[src/rtl/pixel_write_arbiter.sv]
// N-channel pixel-write arbiter: per-channel FIFOs drained one pixel per
// cycle into registered VGA x/y/colour/plot outputs.
module pixel_write_arbiter #(
  parameter int NUM_CH             = 2,
  parameter int X_W                = 10,
  parameter int Y_W                = 9,
  parameter int C_W                = 3,
  parameter int DEPTH              = 4,
  parameter int RR_MODE            = 0,
  parameter int TRANSPARENT_EN     = 1,
  parameter int TRANSPARENT_COLOUR = 0
) (
  input  logic                  clock,
  input  logic                  resetn,
  input  logic [NUM_CH-1:0]     in_valid,
  output logic [NUM_CH-1:0]     in_ready,
  input  logic [NUM_CH*X_W-1:0] in_x,
  input  logic [NUM_CH*Y_W-1:0] in_y,
  input  logic [NUM_CH*C_W-1:0] in_colour,
  input  logic                  plot_enable,
  output logic [X_W-1:0]        oX,
  output logic [Y_W-1:0]        oY,
  output logic [C_W-1:0]        oColour,
  output logic                  oPlot,
  output logic [2:0]            grant_ch,
  output logic [NUM_CH-1:0]     fifo_empty
);

  localparam int PW = (DEPTH > 1) ? $clog2(DEPTH) : 1;
  localparam int CW = PW + 1;
  localparam logic [CW-1:0] FULL = CW'(DEPTH);
  localparam logic [C_W-1:0] TCOL = C_W'(TRANSPARENT_COLOUR);

  logic [X_W-1:0] xmem_q [NUM_CH][DEPTH];
  logic [Y_W-1:0] ymem_q [NUM_CH][DEPTH];
  logic [C_W-1:0] cmem_q [NUM_CH][DEPTH];

  logic [NUM_CH-1:0][PW-1:0] wr_q, wr_d;
  logic [NUM_CH-1:0][PW-1:0] rd_q, rd_d;
  logic [NUM_CH-1:0][CW-1:0] cnt_q, cnt_d;
  logic [2:0]                rr_q, rr_d;

  logic [X_W-1:0] x_q, x_d;
  logic [Y_W-1:0] y_q, y_d;
  logic [C_W-1:0] c_q, c_d;
  logic           plot_q, plot_d;
  logic [2:0]     g_q, g_d;

  logic [NUM_CH-1:0] push, pop, elig;
  logic              gnt_vld;
  logic [2:0]        gnt;
  logic [X_W-1:0]    hx;
  logic [Y_W-1:0]    hy;
  logic [C_W-1:0]    hc;

  always_comb begin : p_arb
    int j;
    j       = 0;
    elig    = '0;
    gnt_vld = 1'b0;
    gnt     = '0;
    for (int i = 0; i < NUM_CH; i++) begin
      elig[i] = plot_enable && (cnt_q[i] != '0);
    end
    if (RR_MODE != 0) begin
      for (int k = 0; k < NUM_CH; k++) begin
        j = (int'(rr_q) + k) % NUM_CH;
        if (!gnt_vld && elig[j]) begin
          gnt_vld = 1'b1;
          gnt     = 3'(j);
        end
      end
    end else begin
      // ascending scan: the highest eligible index wins
      for (int i = 0; i < NUM_CH; i++) begin
        if (elig[i]) begin
          gnt_vld = 1'b1;
          gnt     = 3'(i);
        end
      end
    end
  end

  always_comb begin : p_fifo
    hx = '0;
    hy = '0;
    hc = '0;
    for (int i = 0; i < NUM_CH; i++) begin
      in_ready[i]   = (cnt_q[i] != FULL);
      fifo_empty[i] = (cnt_q[i] == '0);
      push[i] = in_valid[i] && in_ready[i];
      pop[i]  = gnt_vld && (gnt == 3'(i));
      wr_d[i] = push[i] ? wr_q[i] + 1'b1 : wr_q[i];
      rd_d[i] = pop[i] ? rd_q[i] + 1'b1 : rd_q[i];
      unique case ({push[i], pop[i]})
        2'b10:   cnt_d[i] = cnt_q[i] + 1'b1;
        2'b01:   cnt_d[i] = cnt_q[i] - 1'b1;
        default: cnt_d[i] = cnt_q[i];
      endcase
      if (pop[i]) begin
        hx = xmem_q[i][rd_q[i]];
        hy = ymem_q[i][rd_q[i]];
        hc = cmem_q[i][rd_q[i]];
      end
    end
  end

  always_comb begin : p_out
    rr_d   = rr_q;
    x_d    = x_q;
    y_d    = y_q;
    c_d    = c_q;
    g_d    = g_q;
    plot_d = 1'b0;
    if (gnt_vld) begin
      rr_d   = (int'(gnt) == NUM_CH - 1) ? 3'd0 : gnt + 3'd1;
      x_d    = hx;
      y_d    = hy;
      c_d    = hc;
      g_d    = gnt;
      // transparent pixels are consumed without a strobe
      plot_d = !((TRANSPARENT_EN != 0) && (hc == TCOL));
    end
  end

  always_ff @(posedge clock) begin
    for (int i = 0; i < NUM_CH; i++) begin
      if (push[i]) begin
        xmem_q[i][wr_q[i]] <= in_x[i*X_W +: X_W];
        ymem_q[i][wr_q[i]] <= in_y[i*Y_W +: Y_W];
        cmem_q[i][wr_q[i]] <= in_colour[i*C_W +: C_W];
      end
    end
  end

  always_ff @(posedge clock or negedge resetn) begin
    if (!resetn) begin
      wr_q   <= '0;
      rd_q   <= '0;
      cnt_q  <= '0;
      rr_q   <= '0;
      x_q    <= '0;
      y_q    <= '0;
      c_q    <= '0;
      plot_q <= 1'b0;
      g_q    <= '0;
    end else begin
      wr_q   <= wr_d;
      rd_q   <= rd_d;
      cnt_q  <= cnt_d;
      rr_q   <= rr_d;
      x_q    <= x_d;
      y_q    <= y_d;
      c_q    <= c_d;
      plot_q <= plot_d;
      g_q    <= g_d;
    end
  end

  assign oX       = x_q;
  assign oY       = y_q;
  assign oColour  = c_q;
  assign oPlot    = plot_q;
  assign grant_ch = g_q;

endmodule

[config.mk]
export PLATFORM = sky130hd
export DESIGN_NAME = pixel_write_arbiter
export DESIGN_NICKNAME = d
export VERILOG_FILES = /design/src/rtl/pixel_write_arbiter.sv
export SDC_FILE = /design/constraint.sdc
export NUM_CORES = 1
export LEC_CHECK = 0
export BUFFER_PORTS_ARGS = -buffer_cell sky130_fd_sc_hd__buf_4
export CAP_MARGIN = 15
export CORE_ASPECT_RATIO = 1.75
export CORE_MARGIN = 2
export CORE_UTILIZATION = 50
export CTS_CLUSTER_SIZE = 20
export DETAILED_ROUTE_END_ITERATION = 7
export GPL_ROUTABILITY_DRIVEN = 0
export HOLD_SLACK_MARGIN = 0.08
export PLACE_DENSITY = 0.69
export SLEW_MARGIN = 0
export SYNTH_ARGS = -nofsm -noshare
export SYNTH_HDL_FRONTEND = slang
export SYNTH_SLANG_ARGS = --single-unit
[constraint.sdc]
create_clock -name clock -period 6 [get_ports clock]
set_input_delay 1.2 -clock clock [delete_from_list [all_inputs] [get_ports clock]]
set_output_delay 1.2 -clock clock [all_outputs]
set_load 0.02 [all_outputs]
==> results by group, run 1 <==
Run status
  • Outcome: completed

Logic synthesis
  • Synth top area cells: edfxtp_1 64%, dfrtp_1 12%, mux4_2 11%
  • Mapped Cells: 390
  • Synthesized area: 8245 µm²
  • Synth top area share: 0.6410
  • Synth Warn #: 0
  • Post-synthesis cell type count: 32
  • Leading area contributor after synthesis: edfxtp_1
  • Post-synthesis sequential area ratio: 0.7563
  • Syn Area/Cell: 21.14 µm²
  • Yosys reg bits: 214

STA
  • Worst Tran Pin Value: 0.9721 ns
  • Relative slew slack: 0.3519
  • Max Fclk: 357.1 MHz
  • Final WS setup: 3.200 ns
  • Worst hold slack: 0.5138 ns
  • Final setup viols: 0
  • Final period util: 0.4667
  • RSZ-0062 raised after global routing: false
  • Period minus WS final: 2.800 ns
  • Clock skew: 0.01548 ns
  • Final Hold Fails: 0
  • TNS Setup: 0 ns
  • Fin. max-slew vios: 0

Placed design
  • Hpwl dp: 10.05 mm
  • Input/output buffers: 76
  • Placed Cells incl. Taps: 651
  • Pre-CTS worst setup slack: 2.702 ns

Worst hold path
  • Hold Path Depth: 1
  • Hold Crit Class: reg2reg

Global routing
  • Initial antenna violation count: 0
  • Global-route wire length before repair: 23.92 mm
  • Overall Global Routing Usage: 0.1804
  • GRT Residual Overflow: 0
  • Vias in the first global route: 4246
  • Largest net degree at the start of global routing: 39

Layout
  • Fin cells: 686
  • FF/Latch Area: 6236 µm²
  • Number of fill cells: 1220
  • Ant diodes: 0
  • Area delta synth->final: 17.51%
  • Most frequent cells in the layout: 176 x edfxtp_1, 89 x buf_4, 41 x mux4_2, 38 x dfrtp_1, 27 x and3_1
  • # nets final: 542
  • Most common cell after layout, fill and taps aside: edfxtp_1
  • Layout cells sized above 1: 0.3360
  • Multi-input gate area: 1838 µm²

Floorplanning
  • Starting Density: 0.5061
  • Die W: 101.1 µm
  • Die H: 173.9 µm
  • Core Rows: 62
  • Boundary pin count: 79
  • Die area: 17570 µm²
  • Core ar.: 16290 µm²

Setup path
  • CP startpoint kind: input port
  • Crit path max fanout: 26
  • Critical path class: in2reg
  • Crit path DAT: 3.21 ns
  • Kind of end point of the critical path: flip-flop
  • CP required: 6.41 ns
  • Reg2Reg Depth: 8

CTS
  • Post-CTS Setup Inserts: 0
  • Post-CTS Hold Buffers: 0
  • TritonCTS clock tree: built
  • Clk_lat worst skew: 0.49 ns
  • Max clock buf depth: 3
  • Sink Count: 214
  • CTS root buf: clkbuf_16
  • Post-CTS Resized: 0
  • Reg clk slew, reported paths: 0.06 ns
  • CTS Buf Count: 19
  • H-tree levels: 1

Power and ir drop
  • Switching share of power: 0.2940
  • Sequential power share: 0.461
  • Comb power frac: 0.280
  • P_sw: 1407 µW
  • Leakage: 0.003628 µW
  • VDD IR-drop max: 0.2790 mV
  • Pwr Density: 494.1 nW/µm²
  • Internal power: 3380 µW
  • Clock Power Share: 0.260

Job
  • Max Cap Violations: 0

Drt
  • Routed vias/inst: 5.794
  • Detail Route Antenna Nets: 0
  • Routed WL per cell: 22.01 µm
  • DRC: 0
  • DR vias: 3975
  • Initial DRC Count: 224
  • Initial DRT Pass Iterations: 4
  • Final wirelength: 15.10 mm
==> per-stage QoR <==
stage               area, µm²  utilization  total power [µW]
floorplan                8249            -              3124
global placement         9031       0.5544              3545
detailed placement       9031       0.5544              3601
CTS                      9678       0.5941              4846
global route             9689       0.5948              5027
finish                   9689       0.5948              4788
==> flip-flops by register name, indices dropped and copies added, names as in the netlist <==
name / count
oX: 10
oPlot: 1
wr_q: 4
cmem_q: 24
cnt_q: 6
xmem_q: 80
ymem_q: 72
grant_ch: 1
oY: 9
oColour: 3
rd_q: 4
==> cell usage after synthesis (all sizes together) <==
cell type,instances
ha,10
o21ai,1
dfrtp,38
a21bo,3
nand2,2
xnor2,6
nor2,3
or3b,2
mux4,44
a32oi,3
mux2,2
clkbuf,7
o21bai,1
inv,13
a221o,19
conb,1
fa,2
nor3,2
mux2i,1
nand3,2
o31a,2
edfxtp,176
xor2,6
and3,27
buf,14
and2,3
==> critical path, cell delays in order <==
cell and delay [ns]:
buf_4 0.09, o31a_1 0.61, and2_1 0.27, ha_1 0.20, inv_1 0.07, fa_1 0.37
xor2_1 0.15, nor2_1 0.11, xor2_1 0.15
==> power by group through the flow <==
stage,sequential [µW],clock (µW),combinational [µW]
4_1_cts,2210,1270,1360
3_5_place_dp,2240,0,1360
6_report,2210,1240,1340
2_1_floorplan,2220,0,899
5_1_grt,2240,1320,1460
3_3_place_gp,2220,0,1330
==> cells by family after synthesis <==
kind of cell,count (synthesis),share of synthesized area
simple gates,41,0.02959
mux,47,0.1255
xor+xnor,12,0.01275
flops,214,0.7563
compound gates,29,0.03354
other cells,1,0.0004548
fa+ha+maj,12,0.02003
buf+inv,34,0.02185
==> per-layer routing <==
layer | global-route usage | vias to the layer above | wire length, µm
met4 | 0.06194 | 0 | 393
met1 | 0.2369 | 2088 | 5945
met3 | 0.02177 | 23 | 640
met5 | 0 | - | 0
li1 | - | 1766 | -
met2 | 0.3099 | 98 | 8122
==> area by class of cell <==
| type | count | share of cell area |
|---|---|---|
| flip-flops and latches | 214 | 0.6436 |
| clock buffers | 20 | 0.05049 |
| inverters | 13 | 0.005036 |
| repair buffers | 90 | 0.07012 |
| clock inverters | 14 | 0.01627 |
| well taps | 192 | 0.02479 |
| multi-input cells | 143 | 0.1897 |
==> final timing paths <==
| check | to | slack, ns | start |
|---|---|---|---|
| min in group asynchronous | wr_q[2]$_DFFE_PN0P_ | 0.69 | resetn |
| hold / removal | oColour[0]$_DFFE_PN0P_ | 0.51 | oColour[0]$_DFFE_PN0P_ |
| hold reg to reg | oColour[0]$_DFFE_PN0P_ | 0.51 | oColour[0]$_DFFE_PN0P_ |
| max in group asynchronous | oY[8]$_DFFE_PN0P_ | 4.92 | resetn |
| setup reg to reg | cnt_q[2]$_DFFE_PN0P_ | 3.55 | cnt_q[0]$_DFFE_PN0P_ |
| setup / recovery | cnt_q[2]$_DFFE_PN0P_ | 3.20 | plot_enable |
Note: power is estimated with default switching activity, not from simulation.
==> run 2: changes to the inputs <==
--- a/config.mk
+++ b/config.mk
@@ -14,7 +14,7 @@
 export DETAILED_ROUTE_END_ITERATION = 7
 export GPL_ROUTABILITY_DRIVEN = 0
 export HOLD_SLACK_MARGIN = 0.08
-export PLACE_DENSITY = 0.69
+export PLACE_DENSITY = 0.72
 export SLEW_MARGIN = 0
 export SYNTH_ARGS = -nofsm -noshare
 export SYNTH_HDL_FRONTEND = slang
==> constraint.sdc (replaced) <==
create_clock -name clock -period 2.3 [get_ports clock]
set_input_delay 0.46 -clock clock [delete_from_list [all_inputs] [get_ports clock]]
set_output_delay 0.46 -clock clock [all_outputs]
set_load 0.02 [all_outputs]
==> results by group, run 2 (synthesis gave the netlist of run 1 again) <==
CTS
  • TritonCTS clock tree: built
  • Clk_lat worst skew: 0.49 ns (about the same)
  • Reg clk slew, reported paths: 0.07 ns (about the same)
  • H-tree levels: 1 (unchanged)
  • Sink Count: 214 (unchanged)
  • CTS root buf: clkbuf_16
  • Max clock buf depth: 3 (unchanged)
  • CTS Buf Count: 19 (unchanged)

Global routing
  • Initial antenna violation count: 0 (unchanged)
  • GRT Residual Overflow: 0 (unchanged)
  • Global-route wire length before repair: 24.29 mm (+1.5%)
  • Largest net degree at the start of global routing: 39 (unchanged)
  • Overall Global Routing Usage: 0.1817 (+0.001354)
  • Vias in the first global route: 4416 (+4.0%)

Layout
  • Area delta synth->final: 18.10%
  • Layout cells sized above 1: 0.3412 (+0.005190)
  • Max reg flops: 80 (unchanged)
  • Most common cell after layout, fill and taps aside: edfxtp_1
  • Ant diodes: 0 (unchanged)
  • # nets final: 555 (+2.4%)
  • Fin cells: 699 (+1.9%)
  • Most frequent cells in the layout: 176 x edfxtp_1, 100 x buf_4, 41 x mux4_2, 38 x dfrtp_1, 27 x and3_1

Floorplanning
  • Core ar.: 16290 µm² (unchanged)
  • Core Rows: 62 (unchanged)
  • Die area: 17570 µm² (unchanged)
  • Starting Density: 0.5061 (unchanged)
  • Die W: 101.1 µm (unchanged)
  • Boundary pin count: 79 (unchanged)
  • Die H: 173.9 µm (unchanged)

Drt
  • DRC: 0 (unchanged)
  • Detail Route Antenna Nets: 0 (unchanged)
  • Routed vias/inst: 5.763 (-0.55%)
  • Final wirelength: 15.25 mm (+0.99%)
  • Initial DRT Pass Iterations: 4 (unchanged)
  • Initial DRC Count: 144 (-36%)
  • Routed WL per cell: 21.82 µm (-0.89%)
  • DR vias: 4028 (+1.3%)

Setup path
  • Delay-heaviest family, CP: simple AND/OR/NAND/NOR gates
  • Kind of end point of the critical path: flip-flop
  • Worst path buffer plus inverter count: 2 (unchanged)
  • Slowest cell on crit path: dfrtp_1
  • Crit path max fanout: 4 (-85%)
  • Worst path cell trace: or3b_1 -> and2_1 -> inv_1 -> ha_1 -> inv_1 -> fa_1 -> xor2_1 -> nor2_1 -> xor2_1
  • CP required: 2.70 ns (-3.71 ns)
  • CP startpoint kind: flip-flop
  • Crit path DAT: 2.63 ns (-0.58 ns)
  • CP max stage delay: 0.42 ns (-0.19 ns)
  • Critical path class: reg2reg

Placed design
  • Input/output buffers: 76 (unchanged)
  • Hpwl dp: 10.20 mm (+1.5%)
  • Placed Cells incl. Taps: 661 (+1.5%)

STA
  • Max Fclk: 449.5 MHz
  • Clock skew: 0.01173 ns (-0.003750 ns)
  • Period minus WS final: 2.225 ns
  • Fin. max-slew vios: 0 (unchanged)
  • RSZ-0062 raised after global routing: true
  • Final setup viols: 0 (unchanged)
  • Worst hold slack: 0.1707 ns (-0.3431 ns)
  • Final period util: 0.9672
  • Relative slew slack: 0.6381 (+0.2862)
  • Final Hold Fails: 0 (unchanged)
  • Worst Tran Pin Value: 0.5428 ns (-0.4293 ns)

Run status
  • Outcome: completed

Power and ir drop
  • VDD IR-drop max: 0.6958 mV (+150%)
  • Leakage: 0.003669 µW (+1.1%)
  • Pwr Density: 1272 nW/µm² (+160%)

Job
  • Max Cap Violations: 0 (unchanged)

Worst hold path
  • Hold Crit Class: in2reg
run 2: worst reg2reg max path, cell delays in order, from the launching register on:
cell     delay [ns]
dfrtp_1        0.42
or3b_1         0.39
and2_1         0.21
inv_1          0.07
ha_1           0.18
inv_1          0.07
fa_1           0.37
xor2_1         0.15
nor2_1         0.12
xor2_1         0.17
run 2: worst paths after layout:
check / from / to / slack [ns] / depth (start not counted)
worst max-delay path: cnt_q[2]$_DFFE_PN0P_ / cnt_q[2]$_DFFE_PN0P_ / 0.08 / 9
worst min-delay path: in_y[11] / ymem_q[0][38]$_DFFE_PP_ / 0.17 / 1
worst max register to register: cnt_q[2]$_DFFE_PN0P_ / cnt_q[2]$_DFFE_PN0P_ / 0.08 / 9
worst min register to register: oY[8]$_DFFE_PN0P_ / oY[8]$_DFFE_PN0P_ / 0.51 / 1
max in group asynchronous: resetn / oY[1]$_DFFE_PN0P_ / 1.42 / 2
min in group asynchronous: resetn / oPlot$_DFF_PN0_ / 0.49 / 2
run 2: layer usage:
| layer | vias to the layer above | global-route usage | part of all wire |
|---|---|---|---|
| met5 | - | 0 | 0 |
| met4 | 0 | 0.06137 | 0.027 |
| met3 | 31 | 0.02298 | 0.042 |
| met2 | 105 | 0.3201 | 0.56 |
| met1 | 2096 | 0.2303 | 0.38 |
| li1 | 1796 | - | - |
run 2: area by class of cell:
class                           count  area (µm²)
Inverter                           13       48.80
Clock buffer                       21       483.0
Timing Repair Buffer              103       800.8
Fill cell                        1182        6553
Multi-Input combinational cell    143        1841
Tap cell                          192       240.2
Sequential cell                   214        6236
Clock inverter                     13       88.84
run 2: power by group:
| group | internal (µW) | total (µW) | switching [µW] |
|---|---|---|---|
| clock network | 1630 | 2940 | 1310 |
| logic | 1870 | 3830 | 1960 |
| registers | 5220 | 5620 | 393 |
| total | 8720 | 12400 | 3660 |
run 2: through the flow:
stage	util	area (µm²)	power (µW)	setup TNS, ns	setup WS [ns]
2_1_floorplan	-	8249	8149	0	0.03157
3_3_place_gp	0.5605	9131	9358	0	0.1780
3_5_place_dp	0.5605	9131	9537	0	0.09102
4_1_cts	0.5962	9713	12490	0	0.06530
5_1_grt	0.5978	9738	12990	-0.0008191	-0.0008191
6_report	0.5978	9738	12380	0	0.07536
run 2: repair_timing:
action | in CTS | in global routing
setup endpoints to repair | 0 | 2
endpoints found under the hold margin | 38 | 0
buffers inserted | 0 | 3
hold buffers | 1 | 0
gates resized for setup | 0 | 1
